**src/rtl/credit_switch_allocator_pkg.sv**
```systemverilog
// Shared router types: dimensions, packet format and the credit counter type.
// CREDIT_BYPASS_EN (optional, off by default) lets a same-cycle credit return unlock a grant at zero credit.
`ifndef N
`define N 5
`endif
`ifndef M
`define M 5
`endif
`ifndef INPUT_QUEUE_DEPTH
`define INPUT_QUEUE_DEPTH 4
`endif

package credit_switch_allocator_pkg;
    localparam int N_IN        = `N;
    localparam int M_OUT       = `M;
    localparam int CREDITS_DEF = `INPUT_QUEUE_DEPTH;
    localparam int CW          = $clog2(CREDITS_DEF + 1);

    typedef logic [CW-1:0] credit_t;

    typedef struct packed {
        logic [$clog2(`M)-1:0] dest;
        logic [31:0]           payload;
    } packet_t;
endpackage

```
**src/rtl/credit_switch_allocator_if.sv**
```systemverilog
// Request/grant/credit bundle between the route calculators, the allocator and the switch.
interface credit_switch_allocator_if
    import credit_switch_allocator_pkg::*;
#(
    parameter int CW = credit_switch_allocator_pkg::CW
);
    logic [0:`N-1][0:`M-1] i_output_req;
    logic [0:`M-1]         i_credit_return;
    logic [0:`M-1][0:`N-1] o_output_grant;
    logic [0:`N-1]         o_input_grant;
    logic [0:`M-1][CW-1:0] o_credit_count;
    logic                  o_credit_err;

    modport master (
        output i_output_req, i_credit_return,
        input  o_output_grant, o_input_grant, o_credit_count, o_credit_err
    );

    modport slave (
        input  i_output_req, i_credit_return,
        output o_output_grant, o_input_grant, o_credit_count, o_credit_err
    );
endinterface

```
**src/rtl/credit_switch_allocator_rr_arbiter.sv**
```systemverilog
// Round-robin arbiter for one switch output: combinational one-hot grant, pointer advances past the winner.
module rr_arbiter
    import credit_switch_allocator_pkg::*;
#(
    parameter int N = `N
) (
    input  logic         clk,
    input  logic         reset,
    input  logic         ce,
    input  logic         en,
    input  logic [N-1:0] req,
    output logic [N-1:0] grant
);
    localparam int PW = (N > 1) ? $clog2(N) : 1;
    typedef logic [PW-1:0] ptr_t;

    ptr_t ptr;
    ptr_t next_ptr;
    logic found;

    function automatic ptr_t wrap(ptr_t p, int k);
        int s;
        s = int'(p) + k;
        if (s >= N) s = s - N;
        return ptr_t'(s);
    endfunction

    always_comb begin
        grant    = '0;
        next_ptr = ptr;
        found    = 1'b0;
        for (int k = 0; k < N; k++) begin
            if (!found && en && req[wrap(ptr, k)]) begin
                grant[wrap(ptr, k)] = 1'b1;
                next_ptr            = wrap(wrap(ptr, k), 1);
                found               = 1'b1;
            end
        end
    end

    // Grants only exist when en is high, and en already folds in ce and reset.
    always_ff @(posedge clk) begin
        if (reset) begin
            ptr <= '0;
        end else if (ce && found) begin
            ptr <= next_ptr;
        end
    end
endmodule

```
**src/rtl/credit_switch_allocator.sv**
```systemverilog
// Credit-based switch allocator: per-output round-robin arbitration gated by downstream queue credits.
// Optional CREDIT_BYPASS_EN: an output at zero credit may grant when a credit returns in the same cycle.
module credit_switch_allocator
    import credit_switch_allocator_pkg::*;
#(
    parameter int CREDITS = `INPUT_QUEUE_DEPTH,
    parameter int CW      = $clog2(CREDITS + 1)
) (
    input  logic                       clk,
    input  logic                       reset,
    input  logic                       ce,
    credit_switch_allocator_if.slave   bus
);
    localparam logic [CW-1:0] CREDIT_MAX = CW'(CREDITS);
    localparam logic [CW-1:0] CREDIT_ONE = CW'(1);

    logic [CW-1:0]         credit [`M];
    logic                  err;
    logic [`M-1:0]         eligible;
    logic [`M-1:0]         grant_any;
    logic [`N-1:0]         req_col   [`M];
    logic [`N-1:0]         grant_col [`M];

    always_comb begin
        for (int m = 0; m < `M; m++) begin
            for (int i = 0; i < `N; i++) begin
                req_col[m][i] = bus.i_output_req[i][m];
            end
`ifdef CREDIT_BYPASS_EN
            eligible[m] = ce && !reset && ((credit[m] != '0) || bus.i_credit_return[m]);
`else
            eligible[m] = ce && !reset && (credit[m] != '0);
`endif
        end
    end

    for (genvar m = 0; m < `M; m++) begin : g_arb
        rr_arbiter #(.N(`N)) u_arb (
            .clk   (clk),
            .reset (reset),
            .ce    (ce),
            .en    (eligible[m]),
            .req   (req_col[m]),
            .grant (grant_col[m])
        );
    end

    always_comb begin
        bus.o_input_grant = '0;
        for (int m = 0; m < `M; m++) begin
            grant_any[m] = |grant_col[m];
            for (int i = 0; i < `N; i++) begin
                bus.o_output_grant[m][i] = grant_col[m][i];
                bus.o_input_grant[i]     = bus.o_input_grant[i] | grant_col[m][i];
            end
            bus.o_credit_count[m] = credit[m];
        end
        bus.o_credit_err = err;
    end

    // Returns are absorbed regardless of ce; a grant and return in the same cycle cancel out.
    always_ff @(posedge clk) begin
        if (reset) begin
            for (int m = 0; m < `M; m++) credit[m] <= CREDIT_MAX;
            err <= 1'b0;
        end else begin
            for (int m = 0; m < `M; m++) begin
                if (grant_any[m] && !bus.i_credit_return[m]) begin
                    credit[m] <= credit[m] - CREDIT_ONE;
                end else if (!grant_any[m] && bus.i_credit_return[m]) begin
                    if (credit[m] == CREDIT_MAX) err <= 1'b1;
                    else                         credit[m] <= credit[m] + CREDIT_ONE;
                end
            end
        end
    end
endmodule
```
**src/flat_wrapper.sv**
```systemverilog
// flat-port wrapper written by rule: the top's interface ports become plain ports
module credit_switch_allocator_flat import credit_switch_allocator_pkg::*;
#(
    parameter int CREDITS = `INPUT_QUEUE_DEPTH,
    parameter int CW      = $clog2(CREDITS + 1)
)
  (clk, reset, ce, bus_i_output_req, bus_i_credit_return, bus_o_output_grant, bus_o_input_grant, bus_o_credit_count, bus_o_credit_err);
  credit_switch_allocator_if #(.CW(CW)) bus_i ();
  input  logic clk;
  input  logic reset;
  input  logic ce;
  input wire logic [$bits(bus_i.i_output_req)-1:0] bus_i_output_req;
  input wire logic [$bits(bus_i.i_credit_return)-1:0] bus_i_credit_return;
  output wire logic [$bits(bus_i.o_output_grant)-1:0] bus_o_output_grant;
  output wire logic [$bits(bus_i.o_input_grant)-1:0] bus_o_input_grant;
  output wire logic [$bits(bus_i.o_credit_count)-1:0] bus_o_credit_count;
  output wire logic [$bits(bus_i.o_credit_err)-1:0] bus_o_credit_err;
  assign bus_i.i_output_req = bus_i_output_req;
  assign bus_i.i_credit_return = bus_i_credit_return;
  assign bus_o_output_grant = bus_i.o_output_grant;
  assign bus_o_input_grant = bus_i.o_input_grant;
  assign bus_o_credit_count = bus_i.o_credit_count;
  assign bus_o_credit_err = bus_i.o_credit_err;
  credit_switch_allocator #(.CREDITS(CREDITS), .CW(CW)) u_core (.clk(clk), .reset(reset), .ce(ce), .bus(bus_i));
endmodule
```
**config.mk**
```make
export PLATFORM = sky130hd
export DESIGN_NAME = credit_switch_allocator_flat
export DESIGN_NICKNAME = d
export VERILOG_FILES = /design/src/rtl/credit_switch_allocator_pkg.sv /design/src/rtl/credit_switch_allocator_if.sv /design/src/rtl/credit_switch_allocator_rr_arbiter.sv /design/src/rtl/credit_switch_allocator.sv /design/src/flat_wrapper.sv
export SDC_FILE = /design/constraint.sdc
export NUM_CORES = 1
export LEC_CHECK = 0
export CAP_MARGIN = 10
export CELL_PAD_IN_SITES_DETAIL_PLACEMENT = 1
export CELL_PAD_IN_SITES_GLOBAL_PLACEMENT = 1
export CORE_MARGIN = 5
export CORE_UTILIZATION = 40
export CTS_CLUSTER_DIAMETER = 40
export DETAILED_ROUTE_END_ITERATION = 8
export PLACE_DENSITY_LB_ADDON = 0.15
export SYNTH_ARGS = -nofsm -noshare
export SYNTH_HDL_FRONTEND = slang
export SYNTH_SLANG_ARGS = --single-unit
```
**constraint.sdc**
```tcl
create_clock -name clk -period 5.6 [get_ports clk]
set_input_delay 1.12 -clock clk [delete_from_list [all_inputs] [get_ports clk]]
set_output_delay 1.12 -clock clk [all_outputs]
set_load 0.05 [all_outputs]
```
==> key figures, run 1 <==
Timing
  • Final Hold Fails: 0
  • Fin crit period: 5520 ps
  • Clock Skews: 7.74 ps
  • FMAX: 181 MHz
  • # setup viols final: 0
  • Post-Route Setup TNS: 0 ps
  • Worst-Margin Slew: 893 ps
  • Fin crit share: 98.7%
  • Slew Viols, Final: 0
  • Slew headroom: 39.9%

Critical path
  • Crit Path Max Fanout: 7
  • CP Cell Sequence: clkdlybuf4s50_1 > or3b_1 > mux2i_1 > a211oi_1 > a21o_1 > and3_1 > a221o_1 > a211o_1 > nor4_4 > buf_4 > nand2b_1 > buf_4
  • Kind of critical path: in -> out
  • Critical path startpoint category: input port
  • Critical Path Sink Type: output port
  • CP peak stage delay: 590 ps
  • Critical path arrival: 4400 ps
  • CP required: 4480 ps
  • Slowest-stage cell, CP: clkdlybuf4s50_1
  • Critical Path Most Common Cell: buf_4

Route
  • Initial detailed-routing violation count: 916
  • Pre-antenna DRT Iters: 5
  • Final ANT Viol Nets: 0
  • Vias per cell: 6.22
  • Remaining DRCs: 0
  • Final WL: 42,800 um
  • Post-DR wirelength/cell: 21.8 um
  • Total number of vias: 12,200

Clock tree
  • # H-tree levels: 2
  • Clock sinks: 31
  • CTS tree: done
  • Worst-Skew Late Latency: 290 ps
  • TritonCTS Buffers: 5
  • Clock Pin Slew Worst Setup and Hold Paths: 60 ps
  • CTS Hold Bufs: 0
  • Root buf cell: clkbuf_16
  • Clock buffer depth: 2

Yosys
  • Top FF cell, synth: dfxtp_1
  • Mapped Area: 11,000 um^2
  • Cell count after synthesis: 1,525
  • Register area share after synthesis: 7.01%
  • Asr flop ratio synth: 0%
  • Syn nets: 1,662
  • Library cells used by synthesis: 118
  • Yosys synthesis warning count: 0
  • Mean Syn Cell Area: 7.21 um^2
  • Post-synthesis register bit count: 31
  • Number of synthesized flops with an enable pin: 15

Die
  • Die span in x: 176 um
  • Cell Rows: 60
  • Die ar.: 30,900 um^2
  • Num ports: 79
  • Initial Util: 40.7%
  • DIE HEIGHT: 176 um
  • Core box area: 27,000 um^2

Cells and area
  • Nets: 1,757
  • Most common cell after layout, fill and taps aside: nor2_1
  • Layout fillers: 3,417
  • Share of layout cells above drive strength 1: 15.4%
  • Ant diodes: 0
  • P&R area growth vs syn: 17.8%
  • Commonest non-fill, non-tap cells in the layout: nor2_1, nand2_1, buf_4

Global route
  • Largest net degree at the start of global routing: 38
  • GRT Util Overall: 26.7%
  • Vias in the first global route: 12,600
  • First-pass GRT wire length: 68,100 um
  • Initial antenna violation count: 0
  • Remaining Overflow, GRT: 0

Place
  • IO Port Bufs: 78
  • Placer Congestion: 0.964
  • Hpwl dp: 34,300 um

Outcome
  • Status: completed

Worst hold path
  • Worst Hold Class: reg -> reg

Job
  • Max cap viols: 0
## repair_timing
action / CTS / global route
pin swaps: 0 / 2
setup buffers: 0 / 2
endpoints found under the setup margin: 2 / 6
gates resized for setup: 4 / 40
## cell usage after synthesis, drive strengths merged (14+ instances only)
| master | count | area, um^2 |
|---|---|---|
| and3 | 19 | 119 |
| nand2b | 44 | 275 |
| inv | 94 | 353 |
| a31oi | 28 | 188 |
| xnor2 | 50 | 438 |
| xor2 | 16 | 159 |
| a211oi | 30 | 258 |
| mux2 | 17 | 191 |
| edfxtp | 15 | 450 |
| o21ai | 60 | 300 |
| or3 | 15 | 98.8 |
| dfxtp | 16 | 320 |
| nor2b | 37 | 234 |
| nor3b | 15 | 113 |
| nand4 | 23 | 144 |
| nand2 | 125 | 469 |
| mux2i | 51 | 510 |
| a21o | 28 | 210 |
| buf | 56 | 352 |
| a211o | 14 | 123 |
| nor3 | 43 | 220 |
| o31ai | 18 | 159 |
| ha | 95 | 1190 |
| and2 | 15 | 96.4 |
| nor2 | 144 | 541 |
| nor4 | 16 | 151 |
| a21oi | 91 | 463 |
| nand3 | 59 | 295 |
| o211ai | 26 | 214 |
| clkbuf | 32 | 120 |
## critical path, delay by kind of cell
kind	cells	cell delay [ps]
buf+inv	3	980
compound gates	4	1070
simple gates	4	1030
mux	1	190
## cells by family (layout without fill, tap and decap cells)
family                   after synthesis  after routing  share of synthesized area, %
AO/OA/AOI/OAI                        461            461                          31.4
buffers and inverters                184            280                          7.57
multiplexers                          71             71                          7.00
adder cells (fa/ha/maj)              104            104                          12.5
flip-flops                            31             31                          7.01
AND/OR/NAND/NOR                      608            608                          29.2
XOR/XNOR                              66             66                          5.43
## flip-flops by register name (all words and copies together), names as in the netlist
register,count
u_core.bus.o_credit_err,1
u_core.credit,15
u_core.g_arb.u_arb.ptr,15
## path summary, 6_finish.rpt
path,depth (start not counted),endpoint,slack (ps),startpoint
min reg2reg,2,u_core.g_arb[4].u_arb.ptr[2]$_SDFFE_PP0P_,580,u_core.g_arb[4].u_arb.ptr[2]$_SDFFE_PP0P_
min,2,u_core.g_arb[4].u_arb.ptr[2]$_SDFFE_PP0P_,580,u_core.g_arb[4].u_arb.ptr[2]$_SDFFE_PP0P_
max,12,bus_o_input_grant[2],80,bus_i_output_req[9]
max reg2reg,17,u_core.credit[2][2]$_SDFFCE_PP1P_,520,u_core.g_arb[2].u_arb.ptr[1]$_SDFFE_PP0P_
## per-stage QoR
step / hold WS, ps / instance area, um^2 / cells / setup WS [ps] / utilization, %
floorplan: 623 / 11000 / 1525 / 106 / -
global placement: 575 / 12700 / 1952 / 38.0 / 46.8
detailed placement: 591 / 12700 / 1952 / -51.7 / 46.8
CTS: 595 / 12800 / 1960 / 12.2 / 47.4
global route: 645 / 13000 / 1962 / -15.6 / 47.9
finish: 584 / 13000 / 1962 / 75.3 / 47.9
## area by class of cell
cell class              instances  area, um^2  share of cell area [%]
flip-flops and latches         31         774                    5.98
multi-input cells            1310        9530                    73.5
inverters                      96         363                    2.80
clock buffers                   6         129                   0.995
well taps                     341         427                    3.29
clock inverters                 2        8.76                  0.0676
repair buffers                176        1730                    13.3
## per-layer routing
layer	share of wire (%)	global-route usage, %	vias to the layer above
met3	4.7	3.83	67
met4	2.2	7.02	0
met2	48	46.2	304
li1	-	-	5858
met1	45	34.8	5982
met5	0	0	-
Power of run 1 is left out: the tool's default activity adds up to more than one toggle a clock period on the data nets, which glitch-free logic cannot reach.
==> run 2, diff against run 1 <==
- HOLD_SLACK_MARGIN: not set -> 0.12
- clock period: 5.6 -> 6.4 ns (I/O delays scaled with it)
==> key figures, run 2 (synthesized netlist as in run 1, its figures left out) <==
Route
  • Final WL: 41,100 um (-4.0%)
  • Total number of vias: 12,100 (-0.77%)
  • Pre-antenna DRT Iters: 5 (unchanged)
  • Initial detailed-routing violation count: 914 (-0.22%)
  • Vias per cell: 6.32 (+1.6%)
  • Post-DR wirelength/cell: 21.4 um (-1.8%)
  • Remaining DRCs: 0 (unchanged)
  • Final ANT Viol Nets: 0 (unchanged)

Place
  • IO Port Bufs: 78 (unchanged)
  • Area after DPL: 12,300 um^2 (-2.7%)
  • Placer Congestion: 0.910 (-5.6%)
  • Hpwl dp: 32,800 um (-4.3%)

Global route
  • GRT Util Overall: 25.5% (-1.2 points)
  • Largest net degree at the start of global routing: 36 (-5.3%)
  • Vias in the first global route: 11,900 (-5.0%)
  • Initial antenna violation count: 2 (+2)
  • Remaining Overflow, GRT: 0 (unchanged)
  • First-pass GRT wire length: 65,400 um (-4.0%)

Cells and area
  • Layout fillers: 3,471 (+1.6%)
  • Commonest non-fill, non-tap cells in the layout: nor2_1, nand2_1, ha_1
  • P&R area growth vs syn: 13.7%
  • Share of layout cells above drive strength 1: 11.4% (-4.0 points)
  • Ant diodes: 0 (unchanged)
  • Most common cell after layout, fill and taps aside: nor2_1
  • Cell area after layout: 12,500 um^2 (-3.5%)
  • Multi-input logic area: 9420 um^2 (-1.2%)
  • Nets: 1,712 (-2.6%)
  • Reg area: 771 um^2 (-0.48%)

Clock tree
  • Clock Pin Slew Worst Setup and Hold Paths: 60 ps (about the same)
  • TritonCTS Buffers: 5 (unchanged)
  • CTS Hold Bufs: 0 (unchanged)
  • Clock buffer depth: 2 (unchanged)
  • Root buf cell: clkbuf_16
  • Clock sinks: 31 (unchanged)
  • # H-tree levels: 2 (unchanged)
  • CTS tree: done
  • Worst-Skew Late Latency: 280 ps (about the same)

Job
  • Max cap viols: 0 (unchanged)

Timing
  • FMAX: 163 MHz
  • RSZ-0062 raised after global routing: false
  • # setup viols final: 0 (unchanged)
  • Clock Skews: 2.86 ps (-4.88 ps)
  • Worst-Margin Slew: 902 ps (+8.59 ps)
  • Slew headroom: 39.4% (-0.54 points)
  • Slew Viols, Final: 0 (unchanged)
  • Post-Route Setup TNS: 0 ps (unchanged)
  • Fin crit period: 6150 ps
  • Fin crit share: 96.1%
  • Final Hold Fails: 0 (unchanged)

Die
  • Num ports: 79 (unchanged)
  • Cell Rows: 60 (unchanged)
  • DIE HEIGHT: 176 um (unchanged)
  • Initial Util: 40.7% (unchanged)
  • Die ar.: 30,900 um^2 (unchanged)
  • Die span in x: 176 um (unchanged)
  • Core box area: 27,000 um^2 (unchanged)

Worst hold path
  • Worst Hold Class: reg -> reg

Critical path
  • Crit Path Max Fanout: 11 (+4)
  • Critical path arrival: 4870 ps (+470 ps)
  • Critical path startpoint category: flip-flop
  • Kind of critical path: reg -> out
  • CP required: 5120 ps (+640 ps)
  • Critical Path Sink Type: output port

Outcome
  • Status: completed
==> run 2: area by class of cell <==
| class | count | share of cell area [%] |
|---|---|---|
| Sequential cell | 31 | 6.16 |
| Inverter | 96 | 2.91 |
| Timing Repair Buffer | 131 | 11.0 |
| Clock inverter | 1 | 0.0400 |
| Multi-Input combinational cell | 1310 | 75.3 |
| Tap cell | 341 | 3.41 |
| Clock buffer | 7 | 1.14 |
==> run 2: worst max-delay path, cell delays in order (launching register included) <==
cell and delay [ps]:
dfxtp_1 660, inv_1 280, ha_1 380, o21bai_1 250
a21oi_1 670, o21ai_0 290, a211oi_2 410, a21o_1 380
or3_1 180, o211ai_1 210, nor3_1 450, nand3_1 190
buf_4 230
==> run 2: final timing paths <==
kind              cells after the start  slack, ps                                      start                                         to
setup / recovery                     12        250  u_core.g_arb[3].u_arb.ptr[1]$_SDFFE_PP0P_                       bus_o_input_grant[0]
setup reg to reg                     16        720  u_core.g_arb[3].u_arb.ptr[1]$_SDFFE_PP0P_          u_core.credit[0][0]$_SDFFCE_PP0P_
hold / removal                        2        610  u_core.g_arb[0].u_arb.ptr[2]$_SDFFE_PP0P_  u_core.g_arb[0].u_arb.ptr[2]$_SDFFE_PP0P_
hold reg to reg                       2        610  u_core.g_arb[0].u_arb.ptr[2]$_SDFFE_PP0P_  u_core.g_arb[0].u_arb.ptr[2]$_SDFFE_PP0P_
==> run 2: per-stage QoR <==
| stage | utilization (%) | std cells | hold WS (ps) | worst slack, ps |
|---|---|---|---|---|
| after floorplan | - | 1525 | 623 | 514 |
| after global placement | 45.6 | 1907 | 601 | 403 |
| after detailed placement | 45.6 | 1907 | 610 | 317 |
| after CTS | 46.1 | 1915 | 624 | 140 |
| after global routing | 46.3 | 1917 | 649 | 19.7 |
| final | 46.3 | 1917 | 615 | 252 |
==> run 2: repair_timing <==
| action | in CTS | in global routing |
|---|---|---|
| resized for setup | 0 | 7 |
| setup endpoints to repair | 0 | 3 |
| buffers inserted | 0 | 2 |
==> run 2: per-layer routing <==
| layer | share of wire (%) | vias to the layer above | global-route usage [%] |
|---|---|---|---|
| met5 | 0.075 | - | 0 |
| met3 | 4.4 | 65 | 3.03 |
| met4 | 2.3 | 4 | 6.11 |
| li1 | - | 5779 | - |
| met1 | 45 | 5973 | 33.5 |
| met2 | 48 | 296 | 44.5 |
Power of run 2 is left out for the same reason.
==> run 3, diff against run 2 <==
- GPL_ROUTABILITY_DRIVEN: not set -> 0
==> key figures, run 3 (synthesized netlist as in run 1, its figures left out) <==
Outcome
  • Status: completed

Die
  • Cell Rows: 60 (unchanged)
  • Die ar.: 30,900 um^2 (unchanged)
  • Initial Util: 40.7% (unchanged)
  • DIE HEIGHT: 176 um (unchanged)
  • Num ports: 79 (unchanged)
  • Core box area: 27,000 um^2 (unchanged)
  • Die span in x: 176 um (unchanged)

Clock tree
  • Clock buffer depth: 2 (unchanged)
  • CTS Hold Bufs: 0 (unchanged)
  • Clock sinks: 31 (unchanged)
  • CTS tree: done
  • Post-CTS sizing: 0 (unchanged)
  • TritonCTS Buffers: 5 (unchanged)
  • Post CTS Setup Buffer Count: 0 (unchanged)
  • Root buf cell: clkbuf_16
  • # H-tree levels: 2 (unchanged)
  • Clock Pin Slew Worst Setup and Hold Paths: 60 ps (about the same)
  • Worst-Skew Late Latency: 290 ps (about the same)

Cells and area
  • Share of layout cells above drive strength 1: 10.8% (-0.54 points)
  • Fin cells: 1,913 (-0.21%)
  • Commonest non-fill, non-tap cells in the layout: nor2_1, nand2_1, ha_1
  • Layout fillers: 3,409 (-1.8%)
  • Cell area after layout: 12,500 um^2 (-0.32%)
  • Ant diodes: 0 (unchanged)
  • Most common cell after layout, fill and taps aside: nor2_1
  • P&R area growth vs syn: 13.4%
  • Nets: 1,708 (-0.23%)

Global route
  • Vias in the first global route: 12,000 (+0.63%)
  • Remaining Overflow, GRT: 0 (unchanged)
  • First-pass GRT wire length: 65,900 um (+0.73%)
  • GRT Util Overall: 25.5% (+0.057 points)
  • Initial antenna violation count: 1 (-1)
  • Largest net degree at the start of global routing: 41 (+14%)

Critical path
  • Critical Path Sink Type: output port
  • Kind of critical path: in -> out
  • Reg2reg start: u_core.g_arb[4].u_arb.ptr[2]$_SDFFE_PP0P_
  • CP startpoint: ce
  • Crit Path Max Fanout: 8 (-3)
  • Critical path startpoint category: input port
  • CP required: 5120 ps (about the same)
  • Critical path arrival: 4810 ps (-60 ps)

Timing
  • Final Hold Fails: 0 (unchanged)
  • FMAX: 164 MHz (+0.93%)
  • Slew Viols, Final: 0 (unchanged)
  • Fin crit period: 6090 ps (-56.6 ps)
  • RSZ-0062 raised after global routing: false
  • Worst-Margin Slew: 863 ps (-38.8 ps)
  • # setup viols final: 0 (unchanged)
  • Hold WS: 657 ps (+42.1 ps)
  • Slew headroom: 42.0% (+2.6 points)
  • Fin crit share: 95.2% (-0.88 points)
  • Clock Skews: 8.74 ps (+5.88 ps)
  • Post-Route Setup TNS: 0 ps (unchanged)

Route
  • Final ANT Viol Nets: 0 (unchanged)
  • Pre-antenna DRT Iters: 5 (unchanged)
  • Remaining DRCs: 0 (unchanged)
  • Initial detailed-routing violation count: 879 (-3.8%)
  • Total number of vias: 12,100 (-0.083%)
  • Post-DR wirelength/cell: 21.5 um (+0.22%)
  • Vias per cell: 6.33 (+0.13%)
  • Final WL: 41,100 um (about the same)

Place
  • Hpwl dp: 33,000 um (+0.55%)
  • Area after DPL: 12,300 um^2 (about the same)
  • Dpl cells: 1,905 (-0.10%)
  • IO Port Bufs: 78 (unchanged)

Worst hold path
  • Min-delay src: u_core.g_arb[2].u_arb.ptr[1]$_SDFFE_PP0P_
  • Worst Hold Class: reg -> reg

Job
  • Max cap viols: 0 (unchanged)
## run 3: per-stage QoR
step / util [%] / setup slack [ps]
after floorplan: - / 514
after global placement: 45.6 / 208
after detailed placement: 45.6 / 140
after CTS: 46.1 / 133
after global routing: 46.1 / 39.8
final: 46.1 / 309
## run 3: final timing paths
kind	endpoint	slack, ps	depth (start not counted)
max	bus_o_input_grant[4]	310	11
min	u_core.g_arb[2].u_arb.ptr[1]$_SDFFE_PP0P_	660	2
max reg2reg	u_core.credit[3][2]$_SDFFCE_PP1P_	990	15
min reg2reg	u_core.g_arb[2].u_arb.ptr[1]$_SDFFE_PP0P_	660	2
## run 3: final cells by class
type	count	area, um^2	area share (%)
repair buffers	127	1360	10.9
well taps	341	427	3.42
flip-flops and latches	31	771	6.18
clock inverters	3	15.0	0.120
clock buffers	5	125	1.00
inverters	96	360	2.89
multi-input cells	1310	9400	75.5
## run 3: per-layer routing
| metal | global-route usage, % | wire (um) |
|---|---|---|
| met4 | 5.00 | 580 |
| met3 | 2.84 | 1890 |
| met2 | 44.4 | 20000 |
| met1 | 34.3 | 18600 |
| met5 | 0 | 20 |
## run 3: critical path: stages
cell and delay, ps:
clkdlybuf4s50_1 480, nor2b_1 580, and2_1 370, o2bb2ai_1 330, nand2_1 120, a221oi_1 380
o31a_1 210, o31ai_1 190, nor4_2 510, nand2b_1 180, buf_12 180
Power of run 3 is left out for the same reason.
